File: config.mk
export PLATFORM = sky130hd
export DESIGN_NAME = floor_request_bank
export DESIGN_NICKNAME = d
export VERILOG_FILES = /design/src/rtl/floor_request_bank.sv
export SDC_FILE = /design/constraint.sdc
export NUM_CORES = 1
export LEC_CHECK = 0
export ABC_AREA = 0
export CAP_MARGIN = 5
export CORE_UTILIZATION = 48
export DETAILED_ROUTE_END_ITERATION = 16
export PLACE_DENSITY_LB_ADDON = 0.3
export SYNTH_ARGS = -nofsm -noshare
export SYNTH_HDL_FRONTEND = slang
export SYNTH_SLANG_ARGS = --single-unit
File: constraint.sdc
create_clock -name clk -period 6.2 [get_ports clk]
set_clock_uncertainty 0.1 [all_clocks]
set_input_delay 1.86 -clock clk [delete_from_list [all_inputs] [get_ports clk]]
set_output_delay 1.86 -clock clk [all_outputs]
set_load 0.02 [all_outputs]
File: src/rtl/floor_request_bank.sv
// floor_request_bank
//   Bank of set/clear request flip-flops, one per floor, for the elevator
//   controller. Call buttons set a floor's request, and a "floor served"
//   report clears it. The bank also publishes registered summaries of the
//   pending set.
//
// Parameters:
//   FLOORS     number of floors / request bits (2..32)
//   IDX_W      floor index width, 2^IDX_W >= FLOORS
//   CNT_W      width of req_count, must be able to hold FLOORS
//   EDGE_MODE  1 = capture on button rising edge, 0 = capture while high
//   PRESET_VAL request vector loaded on reset
//
// Ports:
//   clk, reset   clock; synchronous active-high reset
//   enable       1 = accept new presses (clears always act)
//   btn          synchronised call buttons, bit i = floor i
//   clr_valid    clear the request at clr_idx this cycle
//   clr_idx      floor being served
//   req          latched pending requests
//   any_req      OR of req
//   req_count    popcount of req
//   lowest_idx   lowest pending floor (0 if none)
//   highest_idx  highest pending floor (0 if none)
//   new_req      pulse: some req bit rose 0->1 on this update
//   clr_err      pulse: clr_valid with clr_idx >= FLOORS
module floor_request_bank #(
  parameter int unsigned       FLOORS     = 8,
  parameter int unsigned       IDX_W      = 3,
  parameter int unsigned       CNT_W      = 4,
  parameter bit                EDGE_MODE  = 1'b1,
  parameter logic [FLOORS-1:0] PRESET_VAL = '0
) (
  input  logic              clk,
  input  logic              reset,
  input  logic              enable,
  input  logic [FLOORS-1:0] btn,
  input  logic              clr_valid,
  input  logic [IDX_W-1:0]  clr_idx,
  output logic [FLOORS-1:0] req,
  output logic              any_req,
  output logic [CNT_W-1:0]  req_count,
  output logic [IDX_W-1:0]  lowest_idx,
  output logic [IDX_W-1:0]  highest_idx,
  output logic              new_req,
  output logic              clr_err
);

  function automatic logic [CNT_W-1:0] f_count(input logic [FLOORS-1:0] v);
    logic [CNT_W-1:0] c;
    c = '0;
    for (int unsigned i = 0; i < FLOORS; i++) c = c + CNT_W'(v[i]);
    return c;
  endfunction

  // Scan from the top down so the last hit is the lowest set bit.
  function automatic logic [IDX_W-1:0] f_lowest(input logic [FLOORS-1:0] v);
    logic [IDX_W-1:0] idx;
    idx = '0;
    for (int unsigned i = 0; i < FLOORS; i++)
      if (v[FLOORS-1-i]) idx = IDX_W'(FLOORS-1-i);
    return idx;
  endfunction

  // Scan from the bottom up so the last hit is the highest set bit.
  function automatic logic [IDX_W-1:0] f_highest(input logic [FLOORS-1:0] v);
    logic [IDX_W-1:0] idx;
    idx = '0;
    for (int unsigned i = 0; i < FLOORS; i++)
      if (v[i]) idx = IDX_W'(i);
    return idx;
  endfunction

  logic [FLOORS-1:0] r_req;
  logic [FLOORS-1:0] r_btn_q;
  logic              r_any;
  logic [CNT_W-1:0]  r_count;
  logic [IDX_W-1:0]  r_lowest;
  logic [IDX_W-1:0]  r_highest;
  logic              r_new;
  logic              r_clr_err;

  logic [FLOORS-1:0] w_cap;
  logic [FLOORS-1:0] w_set;
  logic [FLOORS-1:0] w_clr;
  logic              w_clr_ok;
  logic              w_clr_bad;
  logic [FLOORS-1:0] w_req_n;

  always_comb begin
    w_cap     = EDGE_MODE ? (btn & ~r_btn_q) : btn;
    w_set     = enable ? w_cap : '0;
    w_clr_ok  = clr_valid && (32'(clr_idx) < FLOORS);
    w_clr_bad = clr_valid && !w_clr_ok;
    w_clr     = w_clr_ok ? (FLOORS'(1) << clr_idx) : '0;
    // Clear applied after set: a floor being served stays clear even if
    // its button is pressed in the same cycle.
    w_req_n   = (r_req | w_set) & ~w_clr;
  end

  always_ff @(posedge clk) begin
    if (reset) begin
      r_req     <= PRESET_VAL;
      r_btn_q   <= btn;
      r_any     <= |PRESET_VAL;
      r_count   <= f_count(PRESET_VAL);
      r_lowest  <= f_lowest(PRESET_VAL);
      r_highest <= f_highest(PRESET_VAL);
      r_new     <= 1'b0;
      r_clr_err <= 1'b0;
    end else begin
      r_req     <= w_req_n;
      r_btn_q   <= btn;
      r_any     <= |w_req_n;
      r_count   <= f_count(w_req_n);
      r_lowest  <= f_lowest(w_req_n);
      r_highest <= f_highest(w_req_n);
      r_new     <= |(w_req_n & ~r_req);
      r_clr_err <= w_clr_bad;
    end
  end

  assign req         = r_req;
  assign any_req     = r_any;
  assign req_count   = r_count;
  assign lowest_idx  = r_lowest;
  assign highest_idx = r_highest;
  assign new_req     = r_new;
  assign clr_err     = r_clr_err;

endmodule

Yosys cells after proc, flatten, opt, wreduce, memory -nomap -nowiden
Cells that the tools add are included.
{ "classes": {"n_addsub": 7, "shifts": 1, "muxes": 16, "bitwise": 7, "n_reduce_logical": 5} }
{ "ops": {"columns": ["cell", "n"], "rows": [
  ["$mux 3", 10],
  ["$and 8x8->8", 3],
  ["$not 8->8", 3],
  ["$add 4x1->4", 4],
  ["$mux 8", 2],
  ["$reduce_or 8->1", 2],
  ["$or 8x8->8", 1],
  ["$shl 1x3->8 const A", 1],
  ["$reduce_or 5->1", 1],
  ["$add 3x1->4", 1],
  ["$mux 2", 2],
  ["$add 2x1->3", 1],
  ["$reduce_or 3->1", 1],
  ["$add 1x1->2", 1],
  ["$mux 1", 2],
  ["$reduce_or 2->1", 1]
]} }
{ "totals": {"register_bits": 28, "inputBits": 15, "output_inout_bits": 21, "elab_cells": 45} }

Longest topological paths before layout
{ "depth": {"depth_word": 12, "ltp_mapped": 12} }

Least setup slack after synthesis
Ideal clock, no wire load.
{ "synth_timing": {"path_kind": "input to register", "from": "input port clr_idx[0]", "to": "register r_count[2], in the netlist req_count[2]", "setup_time_ns": 0.127, "t_arrival_ns": 4.983, "required_ns": 5.973, "slack_ns": 0.989, "path_stages": 12, "path_cell_list": "buf_4 > nand2_1 > o31ai_1 > fa_1 > fa_1 > inv_1 > fa_1 > ha_1 > inv_1 > fa_1 > xor2_1 > nor2_1"} }
{ "synth_via": {"elab_chain_cells": 11} }
{ "synth_lines": {"columns": ["element", "line_no", "text"], "rows": [
  ["start, declared", "39", "input logic [IDX_W-1:0] clr_idx,"],
  ["$shl 1x3->8 *", "95", "w_clr = w_clr_ok ? (FLOORS'(1) << clr_idx) : '0;"],
  ["$mux 8 *", "95", null],
  ["$not 8->8 *", "98", "w_req_n = (r_req | w_set) & ~w_clr;"],
  ["$and 8x8->8 *", "98", null],
  ["$add 1x1->2", "52", "for (int unsigned i = 0; i < FLOORS; i++) c = c + CNT_W'(v[i]);"],
  ["$add 2x1->3", "52", null],
  ["$add 3x1->4", "52", null],
  ["$add 4x1->4 (3 in series)", "52", null],
  ["$add 4x1->4 *", "52", null],
  ["end signal, assigned", "106", "r_count <= f_count(PRESET_VAL);"],
  ["end signal, assigned", "115", "r_count <= f_count(w_req_n);"],
  ["end, declared", "77", "logic [CNT_W-1:0] r_count;"]
]} }
Mark *: on every way between the ends. The rest lies on a longest branch, timed or not.
A chain may end at the register's enable or synchronous reset.

Final worst setup path
{ "layout_timing": {"from": "input port clr_valid", "to": "register r_count[2], in the netlist req_count[2]"} }
{ "layout_via": {"elab_chain_cells": 10} }
{ "layout_lines": {"columns": ["element", "line_no", "text"], "rows": [
  ["start, declared", "38", "input logic clr_valid,"],
  ["$mux 8 *", "95", null],
  ["$not 8->8 *", "98", null],
  ["$and 8x8->8 *", "98", null],
  ["$add 1x1->2", "52", null],
  ["$add 2x1->3", "52", null],
  ["$add 3x1->4", "52", null],
  ["$add 4x1->4 (3 in series)", "52", null],
  ["$add 4x1->4 *", "52", null]
]} }
Marks and branches as above.

==> impl_metrics.env <==
export IMPL_h_tree_depth=1
export IMPL_syn_num_nets=179
export IMPL_leakage_nw=0.757
export IMPL_grt_usage_pct=21.9
export IMPL_drt_iter0_drc=38
export IMPL_synth_ff_type="dfxtp_1"
export IMPL_ys_seq_area_share_pct=39.5
export IMPL_synthToLayoutAreaGrowth_pct=28.4
export IMPL_finalHoldViolations=0
export IMPL_viasPerCell=5.65
export IMPL_grt_setup_unrepaired="no"
export IMPL_grt_pass1_vias=1185
export IMPL_drt_pre_antenna_iters=4
export IMPL_fin_crit_sh_pct=87.6
export IMPL_die_h_um=56.3
export IMPL_numCtsBuffers=3
export IMPL_worstSetupStartpointType="primary input"
export IMPL_antenna_found_initial=0
export IMPL_routabilityCongestion=0.978
export IMPL_netlist_area_leader_share_pct=39.5
export IMPL_worstMarginPinSlew_ns=0.753
export IMPL_p_total_mw=0.455
export IMPL_grt_max_degree=22
export IMPL_clockBufferDepth=2
export IMPL_syn_area_sq_mm=0.00142
export IMPL_synth_edf_count=0
export IMPL_postPlaceCellArea_sq_mm=0.00177
export IMPL_required_ns=6.31
export IMPL_ctsResizeCount=0
export IMPL_finalCriticalPeriod_ns=5.43
export IMPL_worstSetupPathType="in -> reg"
export IMPL_cp_end_kind="flop"
export IMPL_cts_clk_slew_worst_paths_ns=0.15
export IMPL_clockRootBuffer="clkbuf_4"
export IMPL_post_cts_buffers=0
export IMPL_finalSetupViolCount=0
export IMPL_crit_fanout=10
export IMPL_max_slew_margin_rel_pct=49.7
export IMPL_finalWirelength_mm=3.22
export IMPL_place_hpwl_mm=2.47
export IMPL_nets=213
export IMPL_ir_drop_mv=0.237
export IMPL_synth_area_leader_cell="dfxtp_1"
export IMPL_nFillCells=250
export IMPL_timing_hold_ws_ns=0.575
export IMPL_async_flop_share_pct=0
export IMPL_synth_area_leaders="dfxtp_1 40%, nor2_1 6.6%, fa_1 5.6%"
export IMPL_fin_area_sq_mm=0.00182
export IMPL_max_freq_mhz=184
export IMPL_synth_common_cells="28 x dfxtp_1, 25 x nor2_1, 11 x inv_1"
export IMPL_die_area_sq_mm=0.00317
export IMPL_cp_arrival_ns=5.54
export IMPL_yosysMostFrequentCell="dfxtp_1"
export IMPL_synth_distinct_cells=42
export IMPL_cts_tree="built"
export IMPL_fp_dieW_um=56.3
export IMPL_initial_utilization_pct=51.0
export IMPL_rows=19
export IMPL_portBuffers=34
export IMPL_hold_class="reg -> reg"
export IMPL_drc_errors=0
export IMPL_grt_overflow=0
export IMPL_clk_latency_ns=0.33
export IMPL_drtAntennaViolNets=0
export IMPL_synthCells=156
export IMPL_grt_pass1_wl_mm=5.46
export IMPL_avgSynthCellArea_sq_um=9.09
export IMPL_core_area_sq_mm=0.00278
export IMPL_status="finished clean"
export IMPL_wl_per_cell_um=14.6
export IMPL_ys_warn_count=0
export IMPL_cts_sinks=28
export IMPL_num_vias=1244
export IMPL_ys_seq_elements=28
export IMPL_setup_tns_ns=0
export IMPL_ios=36
export IMPL_powerDensity_mw_per_mm2=250
export IMPL_layout_drive_gt1_share_pct=6.88
export IMPL_hold_buffers=0
export IMPL_maxCapViolations=0
export IMPL_antenna_cells=0
export IMPL_drv_slew=0
==> placed cells by master (no fill, tap or decap), types with 4 or more instances in the layout <==
cell type         n
clkdlybuf4s50_1  34
dfxtp_1          28
nor2_1           25
inv_1            11
nand2_1           8
and3b_1           6
o21ai_0           6
nor2b_1           6
a22oi_1           6
a21oi_1           5
nand3b_1          4
o22ai_1           4
fa_1              4
ha_1              4
==> state kept, by name, summed over array words and instances (netlist names) <==
signal / flops
r_btn_q: 8
new_req: 1
req_count: 4
any_req: 1
highest_idx: 3
req: 8
lowest_idx: 3
==> cells by family after synthesis <==
kind of cell / count (synthesis) / share of synthesized area [%]
AO/OA/AOI/OAI: 38 / 19.5
adder cells (fa/ha/maj): 8 / 9.18
other: 1 / 0.265
flip-flops: 28 / 39.5
AND/OR/NAND/NOR: 62 / 24.9
buffers and inverters: 18 / 6.00
XOR/XNOR: 1 / 0.618
==> where the power goes <==
part           total [mW]  internal, mW  leakage, nW  switching, mW
Sequential          0.202         0.196        0.232        0.00591
Clock               0.118        0.0654       0.0279         0.0527
Combinational       0.134        0.0630        0.496         0.0714
==> stage by stage <==
stage / utilization [%] / instances / setup WS [ns]
final: 65.5 / 220 / 0.770
after global routing: 65.5 / 220 / 0.589
after CTS: 65.5 / 220 / 0.801
after detailed placement: 63.6 / 216 / 0.444
after global placement: 63.6 / 216 / 0.509
after floorplan: - / 156 / 0.989
==> critical path, cell delays in order <==
cell             delay (ns)
clkdlybuf4s50_1        0.67
or3b_4                 0.45
o22ai_4                0.24
fa_1                   0.46
fa_1                   0.49
inv_1                  0.06
fa_1                   0.51
ha_1                   0.17
inv_1                  0.06
fa_1                   0.37
xor2_1                 0.14
nor2_1                 0.06
==> per-layer routing <==
layer	vias to the layer above	wire (um)	GRT usage [%]
met5	-	0	0
met4	0	21	5.23
met3	2	155	5.53
met2	40	1620	38.4
met1	591	1420	26.7
li1	611	-	-
==> area by class of cell <==
| class | count | area, sq um | area share (%) |
|---|---|---|---|
| multi-input combinational | 110 | 772 | 42.4 |
| inverter | 11 | 41.3 | 2.27 |
| timing repair buffer | 36 | 355 | 19.5 |
| sequential | 28 | 561 | 30.8 |
| clock inverter | 1 | 30.0 | 1.65 |
| clock buffer | 3 | 22.5 | 1.24 |
| tap | 31 | 38.8 | 2.13 |
==> worst paths after layout <==
path | start | cells after the start | end | slack [ns]
worst min-delay path | req[0]$_SDFF_PP0_ | 2 | req[0]$_SDFF_PP0_ | 0.58
worst max-delay path | clr_valid | 12 | req_count[2]$_SDFF_PP0_ | 0.77
worst max register to register | r_btn_q[3]$_DFF_P_ | 12 | req_count[2]$_SDFF_PP0_ | 2.84
worst min register to register | req[0]$_SDFF_PP0_ | 2 | req[0]$_SDFF_PP0_ | 0.58
Power figures use the tool's default switching activity.
